**config.mk**
```make
export PLATFORM = sky130hd
export DESIGN_NAME = regfile_wr_arbiter
export DESIGN_NICKNAME = d
export VERILOG_FILES = /design/src/rtl/regfile_wr_arbiter.sv
export SDC_FILE = /design/constraint.sdc
export NUM_CORES = 1
export LEC_CHECK = 0
export BUFFER_PORTS_ARGS = -buffer_cell sky130_fd_sc_hd__buf_4
export CORE_UTILIZATION = 42
export CTS_BUF_LIST = sky130_fd_sc_hd__clkbuf_16
export CTS_CLUSTER_SIZE = 30
export DETAILED_ROUTE_END_ITERATION = 10
export HOLD_SLACK_MARGIN = 0.12
export PLACE_DENSITY = 0.82
export SYNTH_ARGS = -nofsm -noshare
export SYNTH_HDL_FRONTEND = slang
export SYNTH_SLANG_ARGS = --single-unit
```
**constraint.sdc**
```tcl
create_clock -name clk -period 2.9 [get_ports clk]
set_input_delay 0 -clock clk [delete_from_list [all_inputs] [get_ports clk]]
set_output_delay 0 -clock clk [all_outputs]
set_load 0.05 [all_outputs]
```
**src/rtl/regfile_wr_arbiter.sv**
```systemverilog
// regfile_wr_arbiter
//   Round-robin arbiter for the single write port of the 2R1W register file.
//   NUM_REQ writeback sources compete for the port. A sweep engine can be
//   started to zero registers 1..2^ADDRESS_WIDTH-1, one per cycle.
//
// Ports
//   clk, reset            rising-edge clock, asynchronous active-high reset
//   req_valid/req_ready   per-requester handshake (ready is combinational,
//                         one-hot or zero)
//   req_addr, req_data    packed per-requester address / data
//   init_start            one-cycle pulse that starts the zeroing sweep
//   init_busy             high in every sweep cycle
//   waddr, wdata, wena    registered regfile write port
//   wr_src                requester index behind the current write (debug)
//   x0_drops              saturating count of accepted writes to x0
module regfile_wr_arbiter #(
  parameter int unsigned NUM_REQ       = 3,
  parameter int unsigned ADDRESS_WIDTH = 6,
  parameter int unsigned DATA_WIDTH    = 64
) (
  input  logic                             clk,
  input  logic                             reset,
  input  logic [NUM_REQ-1:0]               req_valid,
  output logic [NUM_REQ-1:0]               req_ready,
  input  logic [NUM_REQ*ADDRESS_WIDTH-1:0] req_addr,
  input  logic [NUM_REQ*DATA_WIDTH-1:0]    req_data,
  input  logic                             init_start,
  output logic                             init_busy,
  output logic [ADDRESS_WIDTH-1:0]         waddr,
  output logic [DATA_WIDTH-1:0]            wdata,
  output logic                             wena,
  output logic [$clog2(NUM_REQ)-1:0]       wr_src,
  output logic [15:0]                      x0_drops
);

  localparam int unsigned SW = $clog2(NUM_REQ);

  typedef enum logic {
    IDLE,
    SWEEP
  } state_t;

  state_t                   state;
  logic [SW-1:0]            ptr;
  logic [ADDRESS_WIDTH-1:0] cnt;

  logic                     grant_en;
  logic                     hi_found;
  logic                     lo_found;
  logic [SW-1:0]            hi_idx;
  logic [SW-1:0]            lo_idx;
  logic                     gnt_found;
  logic [SW-1:0]            gnt_idx;
  logic [ADDRESS_WIDTH-1:0] gnt_addr;
  logic [DATA_WIDTH-1:0]    gnt_data;

  assign init_busy = (state == SWEEP);
  assign grant_en  = (state == IDLE) && !init_start;

  // Rotating priority as two linear scans: the lowest valid index at or
  // above ptr wins; if there is none, wrap to the lowest valid overall.
  always_comb begin
    hi_found  = 1'b0;
    lo_found  = 1'b0;
    hi_idx    = '0;
    lo_idx    = '0;
    gnt_addr  = '0;
    gnt_data  = '0;
    req_ready = '0;
    for (int unsigned i = 0; i < NUM_REQ; i++) begin
      if (req_valid[i] && !hi_found && (i >= 32'(ptr))) begin
        hi_found = 1'b1;
        hi_idx   = SW'(i);
      end
      if (req_valid[i] && !lo_found) begin
        lo_found = 1'b1;
        lo_idx   = SW'(i);
      end
    end
    gnt_found = lo_found;
    gnt_idx   = hi_found ? hi_idx : lo_idx;
    for (int unsigned i = 0; i < NUM_REQ; i++) begin
      if (SW'(i) == gnt_idx) begin
        gnt_addr     = req_addr[i*ADDRESS_WIDTH +: ADDRESS_WIDTH];
        gnt_data     = req_data[i*DATA_WIDTH +: DATA_WIDTH];
        req_ready[i] = grant_en && gnt_found;
      end
    end
  end

  always_ff @(posedge clk or posedge reset) begin
    if (reset) begin
      state    <= IDLE;
      ptr      <= '0;
      cnt      <= '0;
      wena     <= 1'b0;
      waddr    <= '0;
      wdata    <= '0;
      wr_src   <= '0;
      x0_drops <= '0;
    end else begin
      wena <= 1'b0;
      case (state)
        IDLE: begin
          if (init_start) begin
            state <= SWEEP;
            cnt   <= ADDRESS_WIDTH'(1);
          end else if (gnt_found) begin
            ptr <= (gnt_idx == SW'(NUM_REQ - 1)) ? '0 : gnt_idx + 1'b1;
            // x0 is hardwired zero: accept the request but suppress the write
            if (gnt_addr == '0) begin
              if (x0_drops != '1) begin
                x0_drops <= x0_drops + 16'd1;
              end
            end else begin
              wena   <= 1'b1;
              waddr  <= gnt_addr;
              wdata  <= gnt_data;
              wr_src <= gnt_idx;
            end
          end
        end
        SWEEP: begin
          wena   <= 1'b1;
          waddr  <= cnt;
          wdata  <= '0;
          wr_src <= '0;
          cnt    <= cnt + 1'b1;
          if (cnt == '1) begin
            state <= IDLE;
          end
        end
        default: state <= IDLE;
      endcase
    end
  end

endmodule

```
==> results of run 1 <==
==> report_power, final <==
group          internal, mW  switching, mW
clock network         0.662          0.511
logic                  1.01           1.30
registers              1.49          0.121
total                  3.16           1.93
==> synth_stat cells, drive strengths merged, types with 2 or more instances <==
master	n
a2111oi	2
a211o	3
a21o	3
a21oi	20
a22oi	2
a2bb2oi	2
a31oi	4
a32o	13
and4	5
buf	29
clkbuf	21
dfrtp	98
ha	2
inv	60
mux2	3
mux2i	60
nand2	67
nand2b	7
nand3	8
nand4	6
nand4b	2
nor2	34
nor3	8
nor4	3
nor4b	2
o21ai	63
o221ai	2
o22a	4
o22ai	2
o311ai	4
o31ai	2
o32ai	53
or2	2
xnor2	10
xor2	4
==> sequential cells by signal, summed over array words and instances, names as in the netlist <==
register,cells
wdata,64
x0_drops,16
cnt,6
waddr,6
ptr,2
wr_src,2
init_busy,1
wena,1
==> timing repair <==
action | 4_1_cts | 5_1_grt
hold buffers | 116 | 0
buffers inserted | 0 | 1
gates resized for setup | 0 | 9
setup endpoints to repair | 0 | 41
endpoints found under the hold margin | 135 | 0
==> cell families after synthesis <==
group / Yosys count
AO/OA/AOI/OAI: 186
flip-flops: 98
buffers and inverters: 110
AND/OR/NAND/NOR: 149
multiplexers: 63
XOR/XNOR: 14
adder cells (fa/ha/maj): 2
==> final timing paths <==
path / to / startpoint
worst min register to register: x0_drops[10] / x0_drops[10]
min in group asynchronous: wdata[48] / reset
worst min-delay path: wdata[15] / req_data[15]
max in group asynchronous: init_busy / reset
worst max register to register: wdata[39] / ptr[0]
worst max-delay path: wdata[39] / ptr[0]
==> layout by cell type, fill, tap and decap left out, drive strengths merged, types with 3 or more instances in the layout <==
cell type	n
buf	323
dlygate4sd3	116
dfrtp	98
nand2	67
inv	64
o21ai	63
mux2i	60
o32ai	53
nor2	34
a21oi	20
a32o	13
xnor2	10
clkbuf	9
nand3	8
nor3	8
nand2b	7
nand4	6
and4	5
o22a	4
xor2	4
a31oi	4
o311ai	4
a21o	3
mux2	3
nor4	3
a211o	3
==> worst max-delay path: cells and delay by family (launching register included) <==
| kind | cells | cell delay [ps] |
|---|---|---|
| AND/OR/NAND/NOR | 3 | 590 |
| AO/OA/AOI/OAI | 2 | 230 |
| buffers and inverters | 3 | 1070 |
| multiplexers | 1 | 280 |
| flip-flops | 1 | 430 |
==> per-layer routing <==
layer  global-route usage [%]  wire (um)  vias up
li1                         -          -     3067
met3                     7.85       1910      107
met5                        0          0        -
met1                     36.4       8740     3302
met4                     18.4       1300        0
met2                     56.0      11600      388
==> cell type report <==
cell class / count / area [um2]
Inverter: 60 / 228
Sequential cell: 98 / 2450
Timing Repair Buffer: 439 / 3630
Clock buffer: 9 / 225
Tap cell: 176 / 220
Clock inverter: 7 / 62.6
Fill cell: 903 / 3580
Multi-Input combinational cell: 414 / 2890
==> through the flow <==
stage	instances	hold WS, ps	power [mW]	worst slack [ps]	instance area [um2]
after floorplan	622	107	2.91	338	5760
after global placement	1070	214	3.52	273	8230
final	1203	118	5.10	132	9710
after detailed placement	1070	220	3.55	137	8230
after global routing	1203	137	5.35	60.2	9710
after CTS	1202	121	4.98	35.2	9680
==> summary.md, run 1 <==
| Metric | Value |
|---|---|
| Status | complete, no violations |
| Starting density of the core | 43.3% |
| CP arrival | 2950 ps |
| Vias in the first global route | 6999 |
| First-pass GRT wire length | 35.9 mm |
| Yosys warns | 0 |
| Async set-reset flop share out of synthesis | 100% |
| Largest net degree at the start of global routing | 83 |
| Fin crit share | 95.5% |
| Share of cells above drive strength 1 | 34.7% |
| Sequential fraction of the synthesis area | 42.6% |
| Largest area contributor in the netlist | dfrtp_1 |
| Vias | 6864 |
| Clock slew at reported path FFs | 70 ps |
| Synthesized flop and latch total | 98 |
| Die area | 14200 um2 |
| Post-DRT Antenna Nets | 0 |
| CP max-delay cell | dlygate4sd3_1 |
| Pre-Repair DR Iteration Count | 5 |
| Post-layout minimum cycle time | 2770 ps |
| Top cells by area, synth | dfrtp_1, mux2i_1, o32ai_1, o21ai_0, nand2_1 |
| Placer Congestion | 0.924 |
| Leak | 4.82 nW |
| Die Ht | 119 um |
| CP Capture Type | register |
| Drt wl/cell | 19.6 um |
| Synth top area share | 42.6% |
| Final Hold Fails | 0 |
| Initial antenna violation count | 0 |
| Ant. Diodes | 0 |
| CP required | 3080 ps |
| Std cell rows | 42 |
| Main flop type after synthesis | dfrtp_1 |
| Peak VDD IR | 0.000284 V |
| # IOs | 309 |
| Nets | 1240 |
| CTS tree | built |
| Syn Inst Count | 622 |
| Max_cap viols | 0 |
| Simple-Gate Fraction of Synth Area | 12.1% |
| Multiplexer share of the synthesized area | 11.0% |
| CTS max path bufs | 2 |
| Skew final | 9.17 ps |
| Synth Area per Inst | 9.26 um2 |
| Crit path cell chain | nand3b_2 -> nand4_1 -> buf_4 -> buf_6 -> mux2i_1 -> nand2_1 -> o21ai_0 -> dlygate4sd3_1 -> o32ai_1 |
| Post-Synth XOR/XNOR Area | 2.13% |
| H-tree Lvls | 3 |
| Unique cell type count in the Yosys netlist | 57 |
| Core Area | 13300 um2 |
| Setup TNS | 0 ps |
| Worst Tran Pin Value | 829 ps |
| Synth Area in Compound Gates | 24.1% |
| Root Buffer | clkbuf_16 |
| Critical path peak fanout | 21 |
| # DRC | 0 |
| Final wirelength | 23.5 mm |
| CTS Sinks | 98 |
| RSZ-0062 raised after global routing | false |
| Setup violation total in the final timing report | 0 |
| Worst Setup Path Type | reg -> reg |
| Number of vias per cell | 5.71 |
| Clock latency on the worst-skew pair | 340 ps |
| Worst hold path type | in -> reg |
| GR Util All Layers | 32.4% |
| Final HPWL from detailed placement | 14.2 mm |
| Adder-cell share of the synthesized area | 0.434% |
| Die W | 119 um |
| Post-synth EDFFs | 0 |
| Hold-critical path depth | 4 |
| Power per standard cell area | 525 nW/um2 |
| Final Core Density | 73.0% |
| Biggest cell delay along the critical path | 610 ps |
| Slew Viols, Final | 0 |
| Startpoint Class | register |
| Gr ovfl total | 0 |
| Relative slew slack | 44.7% |
| FF-to-FF path depth | 9 |
| Initial DRC count | 494 |
| R2R Setup Slk | 130 ps |
| Largest family of logic cells by synthesized area | compound AO/OA/AOI/OAI gates |
| Fmax | 361 MHz |
| Number of buffers created by CTS | 9 |
| Input/output buffers | 308 |
| Cell Area, Synth | 5760 um2 |
| Layout area overhead | 68.6% |
| Mapped Nets | 840 |
(Power assumes the default switching activity.)
==> inputs of run 2 (changes only) <==
--- a/config.mk
+++ b/config.mk
@@ -12,6 +12,7 @@
 export DETAILED_ROUTE_END_ITERATION = 10
 export HOLD_SLACK_MARGIN = 0.12
 export PLACE_DENSITY = 0.82
+export SETUP_SLACK_MARGIN = 0.1
 export SYNTH_ARGS = -nofsm -noshare
 export SYNTH_HDL_FRONTEND = slang
 export SYNTH_SLANG_ARGS = --single-unit
==> constraint.sdc (replaced) <==
create_clock -name clk -period 2.9 [get_ports clk]
set_input_delay 0.87 -clock clk [delete_from_list [all_inputs] [get_ports clk]]
set_output_delay 0.87 -clock clk [all_outputs]
set_load 0.05 [all_outputs]
==> run 2 against run 1 <==
Worst setup slack worse by 65 ps. First-iteration DRC count is 37% lower. Design area is 8.9% lower. Fmax is 2.3% lower. Critical path type is now in -> out. Largest power group unchanged.
==> summary.md, run 2 (synthesized netlist as in run 1, its figures left out) <==
| Metric | Value |
|---|---|
| Status | complete, no violations |
| Drt wl/cell | 17.3 um |
| Share of cells above drive strength 1 | 41.3% |
| Relative slew slack | 50.8% |
| Fin crit share | 97.7% |
| Clock latency on the worst-skew pair | 340 ps |
| Input/output buffers | 308 |
| Placer Congestion | 0.940 |
| Nets | 1149 |
| Biggest register | wdata |
| Final Hold Fails | 0 |
| Power per standard cell area | 559 nW/um2 |
| Multi-input logic area | 2930 um2 |
| Starting density of the core | 43.3% |
| Tot Pwr | 4.94 mW |
| Die W | 119 um |
| Slew Viols, Final | 0 |
| Pre-Repair DR Iteration Count | 4 |
| Fillers | 1116 |
| Gr ovfl total | 0 |
| Post-DRT Antenna Nets | 0 |
| Number of vias per cell | 5.41 |
| Die area | 14200 um2 |
| Post-layout minimum cycle time | 2830 ps |
| Std cell rows | 42 |
| R2R Setup Slk | 310 ps |
| CP required | 2030 ps |
| GR Util All Layers | 27.2% |
| Final HPWL from detailed placement | 14.6 mm |
| Root Buffer | clkbuf_16 |
| CP Capture Type | primary output |
| # IOs | 309 |
| Initial antenna violation count | 1 |
| RSZ-0062 raised after global routing | true |
| Commonest cells after routing, fill and taps aside | buf_4, dfrtp_1, nand2_1 |
| Die Ht | 119 um |
| Final wirelength | 19.3 mm |
| Cell-internal power | 3.10 mW |
| Vias in the first global route | 5873 |
| Max_cap viols | 0 |
| Vias | 6020 |
| Flip-flop count of the largest register after layout | 64 |
| CTS max path bufs | 2 |
| CTS Sinks | 98 |
| First-pass GRT wire length | 30.2 mm |
| Power share of the sequential group | 32.7% |
| Switching power total | 1.84 mW |
| Leak | 4.49 nW |
| Core Area | 13300 um2 |
| Fmax | 353 MHz |
| Worst hold path type | reg -> reg |
| H-tree Lvls | 3 |
| Worst Setup Path Type | in -> out |
| Combinational power share | 41.2% |
| CTS tree | built |
| CP arrival | 1960 ps |
| Ant. Diodes | 0 |
| Top flop regs | wdata (64), x0_drops (16) |
| Sw Ratio | 37.2% |
| Layout area overhead | 53.6% |
| Initial DRC count | 312 |
| Hold Slack | 508 ps |
| Peak VDD IR | 0.000337 V |
| Skew final | 9.80 ps |
| Register area | 2450 um2 |
| Startpoint Class | primary input |
| Largest net degree at the start of global routing | 69 |
| # DRC | 0 |
| Clock slew at reported path FFs | 60 ps |
| # placed instances | 1092 |
| Hold-critical path depth | 1 |
| Fin cells | 1112 |
| Most common cell after layout, fill and taps aside | buf_4 |
| Worst Tran Pin Value | 737 ps |
| Setup violation total in the final timing report | 0 |
| Critical path peak fanout | 8 |
| Clk pwr share | 26.1% |
| FF-to-FF path depth | 7 |
| Number of buffers created by CTS | 9 |
| Final Core Density | 66.5% |
-- run 2: timing repair --
action,in CTS,in global routing
resized for setup,5,1
gates cloned,0,0
buffers inserted,0,4
setup endpoints to repair,2,2
hold buffers,0,0
pin swaps,0,2
-- run 2: layout make-up --
type	instances	area share (%)
clock inverters	7	1.06
flip-flops and latches	98	27.7
clock buffers	9	2.55
inverters	60	2.59
multi-input cells	414	33.2
repair buffers	348	30.4
well taps	176	2.49
-- run 2: metal layers --
metal  up-vias  track usage [%]  wire [um]
met5         -                0         13
met4         2             11.6        556
met3        39             6.32       1530
met2       245             45.2       9510
met1      2839             33.8       7640
li1       2895                -          -
-- run 2: power groups by stage --
stage	Combinational [mW]	Clock, mW	Sequential [mW]
floorplan	1.07	0	1.86
global placement	1.97	0	1.63
detailed placement	2.00	0	1.64
CTS	2.02	1.32	1.61
global route	2.20	1.37	1.63
finish	2.04	1.29	1.62
-- run 2: worst paths after layout --
kind	startpoint	end
max in group asynchronous	reset	wdata[5]
setup reg to reg	ptr[1]	x0_drops[14]
hold / removal	cnt[4]	cnt[4]
setup / recovery	req_valid[0]	req_ready[0]
hold reg to reg	cnt[4]	cnt[4]
min in group asynchronous	reset	wdata[4]
-- run 2: per-stage QoR --
stage               setup TNS, ps  setup WS (ps)  cell area [um2]
finish                          0           66.5             8850
floorplan                   -57.6          -57.6             5790
global placement                0           65.7             8470
detailed placement              0           5.07             8470
global route                    0           61.5             8850
CTS                             0            102             8810
-- run 2: worst max-delay path: stages --
cell	delay, ps
buf_4	160
nor3_2	260
nand2b_1	260
buf_4	170
nor2_4	40
buf_4	200
